**src/rtl/mem_arbiter.sv**
```systemverilog
// mem_arbiter: round-robin arbiter that gives NUM_REQ requesters turns at a
// single-command memory port. Only one transaction is in flight at a time:
// IDLE -> ISSUE -> WAIT -> DONE -> IDLE. A transaction that sees no memory
// response within TIMEOUT WAIT cycles is aborted with err.
//
// Ports
//   clk        : clock, all state changes on the rising edge
//   rst        : asynchronous, active-low reset
//   req        : per-requester request level
//   req_wr_rd  : per-requester direction (1 = write, 0 = read)
//   req_addr   : packed addresses, requester k in slice k
//   req_wdata  : packed write data, requester k in slice k
//   gnt        : one-hot grant, held from ISSUE through DONE
//   done       : one-cycle completion pulse to the granted requester
//   err        : one-cycle pulse together with done on a timeout abort
//   rd_data    : data from the most recent successful read
//   m_valid    : memory command strobe (one cycle per transaction)
//   m_wr_rd    : memory command direction
//   m_addr     : memory address
//   m_wdata    : memory write data
//   m_rdata    : memory read data
//   m_ready    : memory response, only honoured in WAIT
module mem_arbiter #(
  parameter int NUM_REQ    = 4,
  parameter int ADDR_WIDTH = 6,
  parameter int WIDTH      = 16,
  parameter int TIMEOUT    = 15
) (
  input  logic                          clk,
  input  logic                          rst,
  input  logic [NUM_REQ-1:0]            req,
  input  logic [NUM_REQ-1:0]            req_wr_rd,
  input  logic [NUM_REQ*ADDR_WIDTH-1:0] req_addr,
  input  logic [NUM_REQ*WIDTH-1:0]      req_wdata,
  output logic [NUM_REQ-1:0]            gnt,
  output logic [NUM_REQ-1:0]            done,
  output logic                          err,
  output logic [WIDTH-1:0]              rd_data,
  output logic                          m_valid,
  output logic                          m_wr_rd,
  output logic [ADDR_WIDTH-1:0]         m_addr,
  output logic [WIDTH-1:0]              m_wdata,
  input  logic [WIDTH-1:0]              m_rdata,
  input  logic                          m_ready
);

  localparam int PTR_W = (NUM_REQ > 1) ? $clog2(NUM_REQ) : 1;
  localparam int CNT_W = (TIMEOUT > 0) ? $clog2(TIMEOUT + 1) : 1;

  typedef enum logic [1:0] {S_IDLE, S_ISSUE, S_WAIT, S_DONE} state_t;

  state_t                  state_reg, state_next;
  logic [PTR_W-1:0]        ptr_reg, ptr_next;
  logic [PTR_W-1:0]        idx_reg, idx_next;
  logic [CNT_W-1:0]        cnt_reg, cnt_next;
  logic [NUM_REQ-1:0]      gnt_reg, gnt_next;
  logic [NUM_REQ-1:0]      done_reg, done_next;
  logic                    err_reg, err_next;
  logic [WIDTH-1:0]        rd_data_reg, rd_data_next;
  logic                    m_valid_reg, m_valid_next;
  logic                    m_wr_rd_reg, m_wr_rd_next;
  logic [ADDR_WIDTH-1:0]   m_addr_reg, m_addr_next;
  logic [WIDTH-1:0]        m_wdata_reg, m_wdata_next;

  // Unpacked views of the packed per-requester buses.
  logic [ADDR_WIDTH-1:0] addr_arr  [NUM_REQ];
  logic [WIDTH-1:0]      wdata_arr [NUM_REQ];

  for (genvar gi = 0; gi < NUM_REQ; gi++) begin : g_unpack
    assign addr_arr[gi]  = req_addr[gi*ADDR_WIDTH +: ADDR_WIDTH];
    assign wdata_arr[gi] = req_wdata[gi*WIDTH +: WIDTH];
  end

  // Round-robin pick: first set request at or after ptr, wrapping.
  logic [PTR_W-1:0] sel;
  logic             found;
  int               rr_idx;

  always_comb begin
    sel    = '0;
    found  = 1'b0;
    rr_idx = 0;
    for (int i = 0; i < NUM_REQ; i++) begin
      rr_idx = int'(ptr_reg) + i;
      if (rr_idx >= NUM_REQ) rr_idx = rr_idx - NUM_REQ;
      if (!found && req[PTR_W'(rr_idx)]) begin
        found = 1'b1;
        sel   = PTR_W'(rr_idx);
      end
    end
  end

  always_comb begin
    state_next   = state_reg;
    ptr_next     = ptr_reg;
    idx_next     = idx_reg;
    cnt_next     = cnt_reg;
    gnt_next     = gnt_reg;
    done_next    = '0;
    err_next     = 1'b0;
    rd_data_next = rd_data_reg;
    m_valid_next = 1'b0;
    m_wr_rd_next = m_wr_rd_reg;
    m_addr_next  = m_addr_reg;
    m_wdata_next = m_wdata_reg;

    unique case (state_reg)
      S_IDLE: begin
        if (found) begin
          idx_next      = sel;
          gnt_next      = '0;
          gnt_next[sel] = 1'b1;
          m_wr_rd_next  = req_wr_rd[sel];
          m_addr_next   = addr_arr[sel];
          m_wdata_next  = wdata_arr[sel];
          // Registered strobe: visible only during the ISSUE cycle.
          m_valid_next  = 1'b1;
          state_next    = S_ISSUE;
        end
      end
      S_ISSUE: begin
        cnt_next   = '0;
        state_next = S_WAIT;
      end
      S_WAIT: begin
        // A response in the last allowed cycle still wins over the abort.
        if (m_ready) begin
          if (!m_wr_rd_reg) rd_data_next = m_rdata;
          done_next[idx_reg] = 1'b1;
          state_next         = S_DONE;
        end else if (cnt_reg == CNT_W'(TIMEOUT - 1)) begin
          done_next[idx_reg] = 1'b1;
          err_next           = 1'b1;
          state_next         = S_DONE;
        end else begin
          cnt_next = cnt_reg + 1'b1;
        end
      end
      S_DONE: begin
        gnt_next   = '0;
        ptr_next   = (idx_reg == PTR_W'(NUM_REQ - 1)) ? '0 : idx_reg + 1'b1;
        state_next = S_IDLE;
      end
      default: state_next = S_IDLE;
    endcase
  end

  always_ff @(posedge clk or negedge rst) begin
    if (!rst) begin
      state_reg   <= S_IDLE;
      ptr_reg     <= '0;
      idx_reg     <= '0;
      cnt_reg     <= '0;
      gnt_reg     <= '0;
      done_reg    <= '0;
      err_reg     <= 1'b0;
      rd_data_reg <= '0;
      m_valid_reg <= 1'b0;
      m_wr_rd_reg <= 1'b0;
      m_addr_reg  <= '0;
      m_wdata_reg <= '0;
    end else begin
      state_reg   <= state_next;
      ptr_reg     <= ptr_next;
      idx_reg     <= idx_next;
      cnt_reg     <= cnt_next;
      gnt_reg     <= gnt_next;
      done_reg    <= done_next;
      err_reg     <= err_next;
      rd_data_reg <= rd_data_next;
      m_valid_reg <= m_valid_next;
      m_wr_rd_reg <= m_wr_rd_next;
      m_addr_reg  <= m_addr_next;
      m_wdata_reg <= m_wdata_next;
    end
  end

  assign gnt     = gnt_reg;
  assign done    = done_reg;
  assign err     = err_reg;
  assign rd_data = rd_data_reg;
  assign m_valid = m_valid_reg;
  assign m_wr_rd = m_wr_rd_reg;
  assign m_addr  = m_addr_reg;
  assign m_wdata = m_wdata_reg;

endmodule

```
**config.mk**
```make
export PLATFORM = sky130hd
export DESIGN_NAME = mem_arbiter
export DESIGN_NICKNAME = d
export VERILOG_FILES = /design/src/rtl/mem_arbiter.sv
export SDC_FILE = /design/constraint.sdc
export NUM_CORES = 1
export LEC_CHECK = 0
export ABC_AREA = 1
export ABC_CLOCK_PERIOD_IN_PS = 2300
export CORE_AREA = 2 2 96 98
export CTS_CLUSTER_DIAMETER = 40
export CTS_CLUSTER_SIZE = 16
export DETAILED_ROUTE_END_ITERATION = 16
export DIE_AREA = 0 0 98 100
export GPL_TIMING_DRIVEN = 0
export PLACE_DENSITY_LB_ADDON = 0.2
export SLEW_MARGIN = 20
export SYNTH_ARGS = -nofsm -noshare
export SYNTH_HDL_FRONTEND = slang
export SYNTH_SLANG_ARGS = --single-unit
```
**constraint.sdc**
```tcl
create_clock -name clk -period 2.3 [get_ports clk]
set_clock_uncertainty 0.1 [all_clocks]
set_input_delay 0.345 -clock clk [delete_from_list [all_inputs] [get_ports clk]]
set_output_delay 0.345 -clock clk [all_outputs]
set_load 0.02 [all_outputs]
```
==> qor.yml <==
timing:
  rsz0062_at_grt: "no"
  setup-tns-final_ps: 0
  period_share: 0.911
  hold_viol: 0
  timing.fmax_ghz: 0.477
  slew_violations: 0
  setup_viol: 0
  slew_headroom: 0.716
  worst_pin_slew_ps: 422
  finalCriticalPeriod_ps: 2100
  layout_setup_ws_ps: 205
power:
  power.density_nw_per_um2: 1510
  vdd_drop_max_mv: 0.737
  power.share.sequential: 0.207
  switchingPower_mw: 4.28
  clockPowerShare: 0.100
  p_int_mw: 4.32
  combPwrFrac: 0.693
  p_sw_frac: 0.498
  cellLeakagePower_nw: 2.90
run:
  cap_viol_max_count: 0
cells_and_area:
  final_cells: 812
  postLayoutCoreUtil: 0.641
  layout-drive-gt1-share: 0.126
  regArea_sq_um: 1480
  n_fill_cell: 790
  area_delta_synth_final_pct: 54.0
  diodes: 0
  fin_nets: 822
  multiInputGateArea_sq_um: 1940
placement:
  placed_cells: 795
  port_buffers: 163
  place_ws_ps: -117
  place_congestion: 0.888
  place_hpwl_microns: 8560
synthesis:
  synth_fp_nets: 646
  synthArstFlopShare: 1.00
  ys_ff_latch: 59
  yosys_most_used_dff: "dfrtp_1"
  synth_edf_count: 0
  syn_area_sq_um: 3700
  postSynthAreaPerCell_sq_um: 7.12
  yosysMostFrequentCell: "nand2_1"
  synthTopCellsByArea: "dfrtp_1 (40%), nand2_1 (28%), nand3_1 (5.9%), mux2_2 (4.9%), ha_1 (3.7%)"
  synth_cell_types: 25
  synthCells: 520
  yosysWarningCount: 0
  synth_area_leader_cell: "dfrtp_1"
  yosysSeqAreaShare: 0.399
  synth_top_cell_area_share: 0.399
  yosys-top-cells-count: "nand2_1 (278), dfrtp_1 (59), nand3_1 (44)"
floorplan:
  die_w_microns: 98
  die-area_sq_um: 9800
  start_util: 0.416
  die_h_microns: 100
  rows: 35
  core_area_sq_um: 8890
  pin_count: 164
hold_path:
  holdCritPathClass: "input port to async pin"
worst_setup_path:
  crit_arrival_ps: 2270
  r2r_end: "m_wdata[14]"
  reg2reg_depth: 15
  cp-end-kind: "register"
  crit_start: "ptr_reg[0]"
  rrSetupSlack_ps: 200
  startpoint_type: "register"
  required_ps: 2480
  worstPathMaxFanout: 10
  r2r-start: "ptr_reg[0]"
  endpoint: "m_wdata[14]"
  worstSetupPathType: "register to register"
clock_tree:
  clkLatencyLatePin_ps: 340
  clk_pin_slew_ps: 80
  h-tree-depth: 3
  clockRootBuffer: "clkbuf_8"
  clkSinkCount: 59
  cts_tree: "done"
  cts_setup_buffers: 0
  cts.path.max_buffers: 2
  cts_buffers: 9
global_routing:
  antenna_found_initial: 0
  grt_pass1_wl_microns: 17700
  overflow: 0
  grt_pass1_vias: 3745
  grt_use_total: 0.226
  grt_max_degree: 59
drt:
  remaining_drc_errors: 0
  dr_total_vias: 3929
  wl_per_cell_microns: 13.5
  first_pass_iters: 4
  drt-total-wl_microns: 10900
  first_iter_violations: 154
  antenna_left: 0
  vias_per_cell: 4.84
outcome:
  outcome: "finished clean"
## kinds of logic (layout without fill, tap and decap cells)
logic type               after synthesis  after routing  synth area share
XOR/XNOR                               1              1           0.00237
adder cells (fa/ha/maj)               11             11            0.0372
AND/OR/NAND/NOR                      360            360             0.412
buffers and inverters                 56            237            0.0770
AO/OA/AOI/OAI                         17             17            0.0243
flip-flops                            59             59             0.399
multiplexers                          16             16            0.0487
## power groups by stage
stage / combinational (mW) / sequential, mW / clock [mW]
after floorplan: 3.62 / 2.19 / 0
after global placement: 5.82 / 1.77 / 0
after detailed placement: 5.93 / 1.80 / 0
after CTS: 5.96 / 1.79 / 0.877
after global routing: 6.68 / 1.84 / 0.926
final: 5.96 / 1.78 / 0.856
## area by class of cell
cell class,instances,area share
clock buffer,9,0.0217
clock inverter,7,0.00944
multi-input combinational,405,0.341
timing repair buffer,165,0.292
inverter,29,0.0191
buffer,27,0.0331
sequential,59,0.259
tap,111,0.0244
## through the flow
step                instance area (sq um)  hold slack (ps)  total power [mW]
floorplan                            3700            -50.6              5.81
global placement                     5470              362              7.59
detailed placement                   5500             45.3              7.73
CTS                                  5690              207              8.62
global route                         5700              207              9.45
finish                               5700              221              8.60
## worst max-delay path, cell delays in order, from the launching register on
cell     delay (ps)
dfrtp_1         390
buf_4           180
nand2_1          80
nand2_1          90
nand2_2          80
nand2_1          90
nor2_4          120
nand3_2         100
nor2_2          140
nor2_4           90
inv_2           140
buf_4           210
nand2_1          70
nand2_1          60
nand2_1          40
nand2_1          60
## how the worst min path moves through the flow
stage,from,endpoint,slack [ps],cells after the start
final,rst,err,220,2
after CTS,rst,err,210,2
after global routing,rst,err,210,2
after global placement,m_wdata[15],m_wdata[15],360,2
after floorplan,rst,cnt_reg[0],-50,0
after detailed placement,rst,err,50,1
## placed cells by master (no fill, tap or decap), drive strengths merged
cell           count
buf               24
nor2              15
clkinvlp           3
nand3             56
clkbuf            14
nand4              1
inv               30
mux2              16
o22ai              4
dlygate4sd3        1
nand2            286
dfrtp             59
clkinv             3
xor2               1
o21ai              9
ha                11
nor3               2
clkdlybuf4s50    162
a21oi              4
## metal layers
layer  GRT usage  vias to the layer above  wire [microns]
met5           0                        -               0
li1            -                     1975               -
met2       0.385                      150            5280
met1       0.287                     1788            4740
met4      0.0630                        0             204
met3      0.0578                       16             711
## timing repair
action | CTS | global route
hold endpoints to repair | 59 | 0
hold buffers | 1 | 0
gates resized for setup | 0 | 10
setup endpoints to repair | 0 | 22
Power figures use the tool's default switching activity.
